===== src/rtl/router_sched_pkg.sv =====
// router_sched_pkg: shared types and constants
// for the router port scheduler.
package router_sched_pkg;

    localparam int NUM_OUT = 3;
    localparam int SRC_W   = 3;

    typedef logic [SRC_W-1:0] src_t;

    typedef enum logic [1:0] {
        DIR_0   = 2'd0,
        DIR_1   = 2'd1,
        DIR_2   = 2'd2,
        DIR_INV = 2'd3
    } dir_e;

    typedef enum logic {
        IDLE   = 1'b0,
        LOCKED = 1'b1
    } state_e;

    function automatic src_t wrap_inc(input src_t v, input int n);
        if (int'(v) >= n - 1) return '0;
        return v + src_t'(1);
    endfunction

endpackage


===== src/rtl/router_port_scheduler_rr_arbiter.sv =====
// rr_arbiter: combinational round-robin pick,
// searching upward from ptr with wrap-around.
module rr_arbiter
    import router_sched_pkg::*;
#(
    parameter int NUM_IN = 4
) (
    input  logic [NUM_IN-1:0] req,
    input  src_t              ptr,
    output logic [NUM_IN-1:0] gnt,
    output src_t              idx,
    output logic              any_gnt
);

    // First pass covers ptr..top, second pass wraps to 0..ptr-1.
    always_comb begin
        gnt     = '0;
        idx     = '0;
        any_gnt = 1'b0;
        for (int i = 0; i < NUM_IN; i++) begin
            if (!any_gnt && req[i] && src_t'(i) >= ptr) begin
                any_gnt = 1'b1;
                gnt[i]  = 1'b1;
                idx     = src_t'(i);
            end
        end
        for (int i = 0; i < NUM_IN; i++) begin
            if (!any_gnt && req[i] && src_t'(i) < ptr) begin
                any_gnt = 1'b1;
                gnt[i]  = 1'b1;
                idx     = src_t'(i);
            end
        end
    end

endmodule


===== src/rtl/router_port_scheduler.sv =====
// router_port_scheduler: per-output packet-locked
// round-robin grant with credit flow control.
module router_port_scheduler
    import router_sched_pkg::*;
#(
    parameter int NUM_IN  = 4,
    parameter int CREDITS = 4,
    parameter int CW      = 3
) (
    input  logic                 clk,
    input  logic                 rst_n,
    input  logic [NUM_IN-1:0]    req_valid,
    input  logic [2*NUM_IN-1:0]  req_dir,
    input  logic [NUM_IN-1:0]    req_last,
    output logic [NUM_IN-1:0]    req_ready,
    input  logic [NUM_OUT-1:0]   credit_return,
    output logic [NUM_OUT-1:0]   out_valid,
    output logic [3*NUM_OUT-1:0] out_src,
    output logic [NUM_OUT-1:0]   out_last,
    output logic                 drop_pulse,
    output logic                 credit_err
);

    localparam logic [CW-1:0] CRED_MAX = CW'(CREDITS);

    state_e              state_q  [NUM_OUT];
    state_e              state_d  [NUM_OUT];
    src_t                owner_q  [NUM_OUT];
    src_t                owner_d  [NUM_OUT];
    logic [NUM_IN-1:0]   mask_q   [NUM_OUT];
    logic [NUM_IN-1:0]   mask_d   [NUM_OUT];
    src_t                rr_q     [NUM_OUT];
    src_t                rr_d     [NUM_OUT];
    logic [CW-1:0]       credit_q [NUM_OUT];
    logic [CW-1:0]       credit_d [NUM_OUT];
    src_t                out_src_q [NUM_OUT];
    src_t                out_src_d [NUM_OUT];
    logic [NUM_OUT-1:0]  out_valid_q;
    logic [NUM_OUT-1:0]  out_valid_d;
    logic [NUM_OUT-1:0]  out_last_q;
    logic [NUM_OUT-1:0]  out_last_d;
    logic                drop_q;
    logic                drop_d;
    logic                credit_err_q;
    logic                credit_err_d;

    logic [NUM_IN-1:0]   owned;
    logic [NUM_IN-1:0]   cand    [NUM_OUT];
    logic [NUM_IN-1:0]   arb_gnt [NUM_OUT];
    src_t                arb_idx [NUM_OUT];
    logic [NUM_OUT-1:0]  arb_any;
    logic [NUM_OUT-1:0]  sel_valid;
    logic [NUM_OUT-1:0]  sel_last;
    logic [NUM_OUT-1:0]  xfer;
    logic [NUM_IN-1:0]   drop_vec;
    logic [NUM_IN-1:0]   rdy;

    // Ownership and per-output arbitration candidates.
    always_comb begin
        owned = '0;
        for (int o = 0; o < NUM_OUT; o++) begin
            owned = owned | mask_q[o];
        end
        for (int o = 0; o < NUM_OUT; o++) begin
            cand[o] = '0;
            for (int i = 0; i < NUM_IN; i++) begin
                cand[o][i] = req_valid[i] && !owned[i]
                          && req_dir[2*i +: 2] == 2'(o);
            end
        end
    end

    for (genvar g = 0; g < NUM_OUT; g++) begin : g_arb
        rr_arbiter #(
            .NUM_IN (NUM_IN)
        ) u_arb (
            .req     (cand[g]),
            .ptr     (rr_q[g]),
            .gnt     (arb_gnt[g]),
            .idx     (arb_idx[g]),
            .any_gnt (arb_any[g])
        );
    end

    // Owner's flit view and credit-gated transfer per output.
    always_comb begin
        for (int o = 0; o < NUM_OUT; o++) begin
            sel_valid[o] = |(mask_q[o] & req_valid);
            sel_last[o]  = |(mask_q[o] & req_last);
            xfer[o]      = state_q[o] == LOCKED && sel_valid[o]
                        && credit_q[o] != '0;
        end
    end

    // Ready: owners when credited, unowned dir=3 flits always.
    always_comb begin
        rdy      = '0;
        drop_vec = '0;
        for (int i = 0; i < NUM_IN; i++) begin
            if (!owned[i] && req_valid[i]
                && req_dir[2*i +: 2] == DIR_INV) begin
                rdy[i]      = 1'b1;
                drop_vec[i] = 1'b1;
            end
        end
        for (int o = 0; o < NUM_OUT; o++) begin
            if (state_q[o] == LOCKED && credit_q[o] != '0) begin
                rdy = rdy | (mask_q[o] & req_valid);
            end
        end
    end

    assign req_ready = rdy;

    // Next-state: grant from IDLE, release on last transfer.
    always_comb begin
        for (int o = 0; o < NUM_OUT; o++) begin
            state_d[o] = state_q[o];
            owner_d[o] = owner_q[o];
            mask_d[o]  = mask_q[o];
            rr_d[o]    = rr_q[o];
            unique case (state_q[o])
                IDLE: begin
                    if (arb_any[o]) begin
                        state_d[o] = LOCKED;
                        owner_d[o] = arb_idx[o];
                        mask_d[o]  = arb_gnt[o];
                    end
                end
                LOCKED: begin
                    if (xfer[o] && sel_last[o]) begin
                        state_d[o] = IDLE;
                        mask_d[o]  = '0;
                        rr_d[o]    = wrap_inc(owner_q[o], NUM_IN);
                    end
                end
                default: begin
                    state_d[o] = IDLE;
                    mask_d[o]  = '0;
                end
            endcase
        end
    end

    // FSM, owner and round-robin pointer registers.
    always_ff @(posedge clk or negedge rst_n) begin
        if (!rst_n) begin
            for (int o = 0; o < NUM_OUT; o++) begin
                state_q[o] <= IDLE;
                owner_q[o] <= '0;
                mask_q[o]  <= '0;
                rr_q[o]    <= '0;
            end
        end else begin
            for (int o = 0; o < NUM_OUT; o++) begin
                state_q[o] <= state_d[o];
                owner_q[o] <= owner_d[o];
                mask_q[o]  <= mask_d[o];
                rr_q[o]    <= rr_d[o];
            end
        end
    end

    // Credit update; a return at full saturates and flags.
    always_comb begin
        credit_err_d = credit_err_q;
        for (int o = 0; o < NUM_OUT; o++) begin
            credit_d[o] = credit_q[o];
            unique case ({credit_return[o], xfer[o]})
                2'b10: begin
                    if (credit_q[o] == CRED_MAX) begin
                        credit_err_d = 1'b1;
                    end else begin
                        credit_d[o] = credit_q[o] + CW'(1);
                    end
                end
                2'b01:   credit_d[o] = credit_q[o] - CW'(1);
                default: credit_d[o] = credit_q[o];
            endcase
        end
    end

    // Credit counters and sticky overflow flag.
    always_ff @(posedge clk or negedge rst_n) begin
        if (!rst_n) begin
            for (int o = 0; o < NUM_OUT; o++) begin
                credit_q[o] <= CRED_MAX;
            end
            credit_err_q <= 1'b0;
        end else begin
            for (int o = 0; o < NUM_OUT; o++) begin
                credit_q[o] <= credit_d[o];
            end
            credit_err_q <= credit_err_d;
        end
    end

    // Forwarded-flit sideband for the next cycle.
    always_comb begin
        for (int o = 0; o < NUM_OUT; o++) begin
            out_valid_d[o] = xfer[o];
            out_last_d[o]  = xfer[o] & sel_last[o];
            out_src_d[o]   = xfer[o] ? owner_q[o] : '0;
        end
        drop_d = |drop_vec;
    end

    // Output registers.
    always_ff @(posedge clk or negedge rst_n) begin
        if (!rst_n) begin
            out_valid_q <= '0;
            out_last_q  <= '0;
            drop_q      <= 1'b0;
            for (int o = 0; o < NUM_OUT; o++) begin
                out_src_q[o] <= '0;
            end
        end else begin
            out_valid_q <= out_valid_d;
            out_last_q  <= out_last_d;
            drop_q      <= drop_d;
            for (int o = 0; o < NUM_OUT; o++) begin
                out_src_q[o] <= out_src_d[o];
            end
        end
    end

    for (genvar g = 0; g < NUM_OUT; g++) begin : g_src
        assign out_src[3*g +: 3] = out_src_q[g];
    end

    assign out_valid  = out_valid_q;
    assign out_last   = out_last_q;
    assign drop_pulse = drop_q;
    assign credit_err = credit_err_q;

endmodule


===== config.mk =====
export PLATFORM = sky130hd
export DESIGN_NAME = router_port_scheduler
export DESIGN_NICKNAME = d
export VERILOG_FILES = /design/src/rtl/router_sched_pkg.sv /design/src/rtl/router_port_scheduler_rr_arbiter.sv /design/src/rtl/router_port_scheduler.sv
export SDC_FILE = /design/constraint.sdc
export NUM_CORES = 1
export LEC_CHECK = 0
export BUFFER_PORTS_ARGS = -buffer_cell sky130_fd_sc_hd__buf_2
export CAP_MARGIN = 30
export CORE_MARGIN = 1.5
export CORE_UTILIZATION = 40
export CTS_CLUSTER_SIZE = 30
export DETAILED_ROUTE_END_ITERATION = 8
export PLACE_DENSITY_LB_ADDON = 0.05
export SLEW_MARGIN = 0
export SYNTH_ARGS = -nofsm -noshare
export SYNTH_HDL_FRONTEND = slang
export SYNTH_SLANG_ARGS = --single-unit

===== constraint.sdc =====
create_clock -name clk -period 2.1 [get_ports clk]
set_input_delay 0 -clock clk [delete_from_list [all_inputs] [get_ports clk]]
set_output_delay 0 -clock clk [all_outputs]
set_load 0.1 [all_outputs]

# After elaboration in Yosys (flattened, before gate mapping)
# Cells that the tools add are included.
[op_classes]
addsub = 9
n_lt_le_gt_ge = 27
n_eq_ne = 30
n_mux = 121
bitwise_logic = 17
n_reduce_logical = 131
[ops]
columns = ["op", "n"]
rows = [
  ["1-bit logical AND", 77],
  ["1-bit 2-to-1 mux", 73],
  ["2-bit 2-to-1 mux", 18],
  ["3-bit 2-to-1 mux", 12],
  ["4-bit 2-to-1 mux", 9],
  ["4-bit OR reduction", 7],
  ["1-bit logical NOT", 25],
  ["4-bit bitwise AND", 6],
  ["4-bit case mux with 2 select lines", 3],
  ["2-bit AND reduction", 12],
  ["2-bit == test, second input constant", 11],
  ["4-bit bitwise OR", 5],
  ["3-bit by 1-bit adder with 3-bit output, second input constant", 6],
  ["1-bit by 3-bit greater-or-equal comparator with 1-bit output, first input constant", 6],
  ["2-bit by 3-bit greater-or-equal comparator with 1-bit output, first input constant", 6],
  ["1-bit by 3-bit less-than comparator with 1-bit output, first input constant", 6],
  ["2-bit by 3-bit less-than comparator with 1-bit output, first input constant", 6],
  ["3-bit case mux with 2 select lines", 3],
  ["2-bit by 1-bit == test with 1-bit output, second input constant", 7],
  ["2-bit by 1-bit != test with 1-bit output, second input constant", 6],
  ["3-bit == test, second input constant", 3],
  ["3-bit by 2-bit greater-or-equal comparator with 1-bit output, second input constant", 3],
  ["3-bit nonzero test", 3],
  ["3-bit by 1-bit subtractor with 3-bit output, second input constant", 3],
  ["other kinds (6)", 19],
]
[word_totals]
reg_bits = 59
input_bits = 21
out_inout_bits = 21

# Logic depth before layout (Yosys ltp)
[logic_depth]
word_depth = 37
ltp_mapped = 9
depth_no_buf = 8

# Modules after synthesis
# A second synthesis with hierarchy kept.
[hier_totals]
cells_unflattened = 402
area_unflattened_um2 = 3724.8
[by_module_without_submodules]
columns = ["mod", "instances", "cells_each", "area_each_um2", "seq_area_each_um2"]
rows = [
  ["router_port_scheduler", 1, 300, 3086.7, 1480.2],
  ["rr_arbiter", 3, 34, 212.7, 0.0],
]

# Least setup slack after synthesis
# No wires, ideal clock.
[synth_timing]
path_type = "flip-flop to output port"
from = "register credit_q[8] (netlist bit)"
to = "output port req_ready[2]"
t_arrival_ns = 2.948
t_required_ns = 2.100
path_slack_ns = -0.848
path_stages_with_launch = 4
path_cell_list = "dfstp_2 o31a_1 a222oi_1 o21ai_0"
[synth_via]
elab_chain_len = 7
[synth_rtl]
columns = ["element", "line_no", "source"]
rows = [
  ["start: declaration", "router_port_scheduler.sv:34", "logic [CW-1:0] credit_q [NUM_OUT];"],
  ["start signal: indexed assignment", "router_port_scheduler.sv:192", "credit_q[o] <= credit_d[o];"],
  ["3-bit nonzero test (*)", "router_port_scheduler.sv:107", "if (state_q[o] == LOCKED && credit_q[o] != '0) begin"],
  ["1-bit logical AND (*)", "router_port_scheduler.sv:107", ""],
  ["4-bit 2-to-1 mux (*)", "router_port_scheduler.sv:107", ""],
  ["4-bit bitwise OR", "router_port_scheduler.sv:108", "rdy = rdy | (mask_q[o] & req_valid);"],
  ["4-bit 2-to-1 mux (*)", "router_port_scheduler.sv:107", ""],
  ["4-bit bitwise OR", "router_port_scheduler.sv:108", ""],
  ["4-bit 2-to-1 mux (*)", "router_port_scheduler.sv:107", ""],
  ["end: declaration", "router_port_scheduler.sv:15", "output logic [NUM_IN-1:0] req_ready,"],
]
# Every way passes the cells marked *; elsewhere a longest branch is shown, timed or not.

# Final worst setup path
[layout_timing]
from = "register mask_q[9] (netlist bit)"
to = "register mask_q[10] (netlist bit)"
[layout_via]
elab_chain_len = 34
word_cells_on_any_way = 46
cone_classes = "eq/ne: 2; mux: 11; bitwise: 4; reduce/logical: 29"
[layout_rtl]
columns = ["element", "line_no", "source"]
rows = [
  ["start: declaration", "router_port_scheduler.sv:30", "logic [NUM_IN-1:0] mask_q [NUM_OUT];"],
  ["start signal: indexed assignment", "router_port_scheduler.sv:158", "mask_q[o] <= mask_d[o];"],
  ["4-bit bitwise OR (2 in series)", "router_port_scheduler.sv:62", "owned = owned | mask_q[o];"],
  ["1-bit logical NOT", "router_port_scheduler.sv:67", "cand[o][i] = req_valid[i] && !owned[i]"],
  ["1-bit logical AND", "router_port_scheduler.sv:67", ""],
  ["1-bit logical AND", "router_port_scheduler.sv:68", "&& req_dir[2*i +: 2] == 2'(o);"],
  ["1-bit logical AND (2 in series)", "router_port_scheduler_rr_arbiter.sv:21", "if (!any_gnt && req[i] && src_t'(i) >= ptr) begin"],
  ["1-bit 2-to-1 mux", "router_port_scheduler_rr_arbiter.sv:21", ""],
  ["1-bit logical NOT", "router_port_scheduler_rr_arbiter.sv:21", ""],
  ["1-bit logical AND (2 in series)", "router_port_scheduler_rr_arbiter.sv:21", ""],
  ["[13 not listed]", "n/a", ""],
  ["1-bit logical NOT", "router_port_scheduler_rr_arbiter.sv:28", "if (!any_gnt && req[i] && src_t'(i) < ptr) begin"],
  ["1-bit logical AND (2 in series)", "router_port_scheduler_rr_arbiter.sv:28", ""],
  ["1-bit 2-to-1 mux", "router_port_scheduler_rr_arbiter.sv:28", ""],
  ["1-bit logical NOT", "router_port_scheduler_rr_arbiter.sv:28", ""],
  ["1-bit logical AND (2 in series)", "router_port_scheduler_rr_arbiter.sv:28", ""],
  ["1-bit 2-to-1 mux", "router_port_scheduler_rr_arbiter.sv:28", ""],
  ["2-bit by 1-bit != test with 1-bit output (no line)", "n/a", ""],
  ["2-bit AND reduction (no line)", "n/a", ""],
]
# Parallel ways exist; a longest one is shown, timed or not. The select of a mux whose other input is x is not followed.
# A chain may end at the register's enable or synchronous reset.

==> impl_metrics.tcl <==
set metrics [dict create \
    synthSimpleGateAreaFrac 0.202 \
    p_seq_frac 0.296 \
    die_h_um 89.8 \
    initial_utilization 0.414 \
    cts_tree "built" \
    cts_buffers 5 \
    finalWirelength_um 8150 \
    clkTransAtPathRegs_ps 90 \
    min_period_over_period 0.997 \
    cap_violations 0 \
    final_antenna_net_count 0 \
    pwr-share-clk 0.119 \
    dp_hpwl_um 6190 \
    crit_path_start_kind "register" \
    setup_tns_ps 0 \
    tightestPinTransition_ps 569 \
    dieArea_um2 8070 \
    cts_buffer_depth 2 \
    rows 31 \
    synth_edf_count 0 \
    syn_to_final_growth_pct 25.7 \
    crit_required_ps 2300 \
    finalCriticalPeriod_ps 2090 \
    grt_pass1_wl_um 13500 \
    fin_cells 495 \
    track_usage 0.209 \
    hp-class "in2reg" \
    pwr-share-comb 0.584 \
    finalClockSkew_ps 3.93 \
    routed-via-count 2787 \
    p_sw_w 0.00295 \
    drv_slew 0 \
    grt_util_met3 0.0296 \
    yosys_warnings 0 \
    use_met2 0.326 \
    wl_per_cell_um 16.5 \
    diodes 0 \
    synth_adder_area_share 0.0324 \
    grt_setup_unrepaired "yes" \
    ir_worst_vdd_uv 862 \
    synthArstFlopShare 1.00 \
    cellPowerDensity_nw_per_um2 1590 \
    vias_per_cell 5.63 \
    timing.slew.headroom 0.621 \
    fillers 748 \
    final_nets 422 \
    cts_num_sinks 50 \
    route.detailed.drc 0 \
    io_buffers 38 \
    drive_gt1_frac 0.285 \
    grt_pass1_vias 2669 \
    yosysSeqAreaShare 0.416 \
    synthMuxAreaShare 0.00705 \
    drtPass1Iterations 9 \
    met1_usage 0.299 \
    intPower_w 0.00306 \
    h-tree-depth 2 \
    synth_xor_area_frac 0.00871 \
    status "completed" \
    die_w_um 89.8 \
    ys.flop_type "dfrtp_1" \
    synth_compound_area_frac 0.281 \
    synth_top_family_by_area "compound AO/OA/AOI/OAI gates" \
    overflow 0 \
    hold_viol 0 \
    ys_seq_elements 50 \
    top_usage_layer "met2" \
    syn_inst 320 \
    setup-violations-final 0 \
    post-cts-setup-buffers 0 \
    coreArea_um2 7290 \
    insertion_delay_ps 300 \
    syn_area_per_cell_um2 9.42 \
    netSwitchingFraction 0.491 \
    antenna_found_initial 0 \
    place_inst 486 \
    crit_fanout 9 \
    crit_type "reg2reg" \
    cp.arrival_ps 2300 \
    grt_max_degree 29 \
    power_leakage_nw 1.73 \
    synth_cell_type_count 60 \
    place_congestion 0.903 \
    max_freq_mhz 478 \
    drt-initial-drc-count 233 \
    root_buffer "clkbuf_8" \
    io_pins 42 \
    end_kind "register" \
    synth_area_um2 3020 \
]
stage by stage:
step / hold WS, ps / worst slack (ps) / utilization / instance area (um^2) / total power, W
4_1_cts: 9.90 / 25.4 / 0.516 / 3760 / 0.00599
2_1_floorplan: -296 / 25.7 / - / 3070 / 0.00423
5_1_grt: 49.4 / -96.5 / 0.520 / 3790 / 0.00643
3_3_place_gp: 16.3 / 62.4 / 0.498 / 3630 / 0.00522
3_5_place_dp: 19.2 / 50.5 / 0.498 / 3630 / 0.00526
6_report: 19.8 / 6.26 / 0.520 / 3790 / 0.00601
synth_stat cells (all sizes together) (2+ instances only):
cell type  instances  area [um^2]
o31a               3         26.3
a41oi              3         52.6
a41o               2         20.0
a21oi             22          110
and2               8         50.1
a2111oi            3         26.3
nor2              24         92.6
inv               21         78.8
dfrtp             47         1180
a21o               4         30.0
nand2b             6         37.5
a22o               7         61.3
o2bb2ai            8         70.1
nor4b              4         56.3
a221oi             3         26.3
nor4               2         12.5
o21a               3         22.5
o21ai             14         70.1
fa                 3         60.1
ha                 3         37.5
a31oi              2         12.5
o22ai              6         37.5
or3                5         31.3
a222oi             5         50.1
a21boi             5         48.8
xnor2              3         26.3
a211o              3         26.3
o32ai              3         26.3
buf                9         56.3
nor2b              7         43.8
or4b               2         20.0
nand2             23         86.3
clkbuf             5         18.8
nor3b              2         15.0
nor3               5         25.0
dfstp              3         78.8
nand3b             8         60.1
a22oi             13         97.6
nand3             10         50.1
cells by family after synthesis:
logic type,Yosys count
other cells,1
compound gates,113
mux,2
xor+xnor,3
buf+inv,35
fa+ha+maj,6
simple gates,110
flops,50
flip-flops by register name, indices dropped and copies added (netlist names):
name,flops
mask_q,12
credit_q,9
out_src,6
owner_q,6
rr_q,6
out_last,3
out_valid,3
state_q,3
credit_err,1
drop_pulse,1
worst max-delay path, cell delays in order (launching register included):
cell and delay (ps):
dfrtp_1 430, or4b_1 560, or3_1 480, a41oi_4 210
nor2_2 80, a22o_1 230
metal layers:
layer | share of wire | wire length, um
met1 | 0.48 | 3920
met3 | 0.037 | 300
met5 | 0 | 0
met4 | 0.016 | 131
met2 | 0.47 | 3800
worst paths after layout:
kind                                        from           to  slack [ps]  cells past startpoint
worst max-delay path                   mask_q[9]   mask_q[10]           6                      5
worst max register to register         mask_q[9]   mask_q[10]           6                      5
max in group asynchronous                  rst_n  credit_q[5]        1270                      3
worst min-delay path            credit_return[0]  credit_q[8]          20                      3
min in group asynchronous                  rst_n  credit_q[6]         210                      2
worst min register to register        credit_err   credit_err         490                      1
area by class of cell:
type / count / area (um^2) / area share
inverter: 21 / 78.8 / 0.0208
timing repair buffer: 80 / 523 / 0.138
tap: 99 / 124 / 0.0327
clock inverter: 1 / 30.0 / 0.00792
sequential: 50 / 1250 / 0.331
clock buffer: 7 / 86.3 / 0.0228
multi-input combinational: 237 / 1690 / 0.447
power groups by stage:
stage	combinational, W	clock (W)	sequential, W
floorplan	0.00205	0	0.00218
finish	0.00351	0.000718	0.00178
detailed placement	0.00348	0	0.00178
global route	0.00380	0.000778	0.00185
CTS	0.00349	0.000741	0.00177
global placement	0.00344	0	0.00179
cells in the final DEF (no fill, tap or decap), types with 3 or more instances in the layout:
| cell type | count |
|---|---|
| o21a_1 | 3 |
| a211o_1 | 3 |
| a222oi_1 | 5 |
| nand3_1 | 10 |
| or3_1 | 4 |
| and2_1 | 8 |
| nand3b_1 | 8 |
| nand2b_1 | 6 |
| xnor2_1 | 3 |
| clkbuf_8 | 6 |
| o2bb2ai_1 | 8 |
| a221oi_1 | 3 |
| ha_1 | 3 |
| a21o_1 | 4 |
| inv_1 | 21 |
| a21oi_1 | 22 |
| o21ai_0 | 10 |
| nand2_1 | 22 |
| a22o_1 | 7 |
| o21ai_2 | 4 |
| dfstp_2 | 3 |
| o31a_1 | 3 |
| dfrtp_1 | 47 |
| nor3_1 | 5 |
| nor2_1 | 23 |
| o32ai_1 | 3 |
| a22oi_1 | 13 |
| nor2b_1 | 4 |
| buf_4 | 41 |
| conb_1 | 3 |
| o22ai_1 | 6 |
| buf_2 | 37 |
repair_timing:
item,in CTS,in global routing
endpoints found under the setup margin,1,15
pin swaps,0,2
resized for setup,1,8
hold buffers,1,0
hold endpoints to repair,21,0
Power figures use the tool's default switching activity.
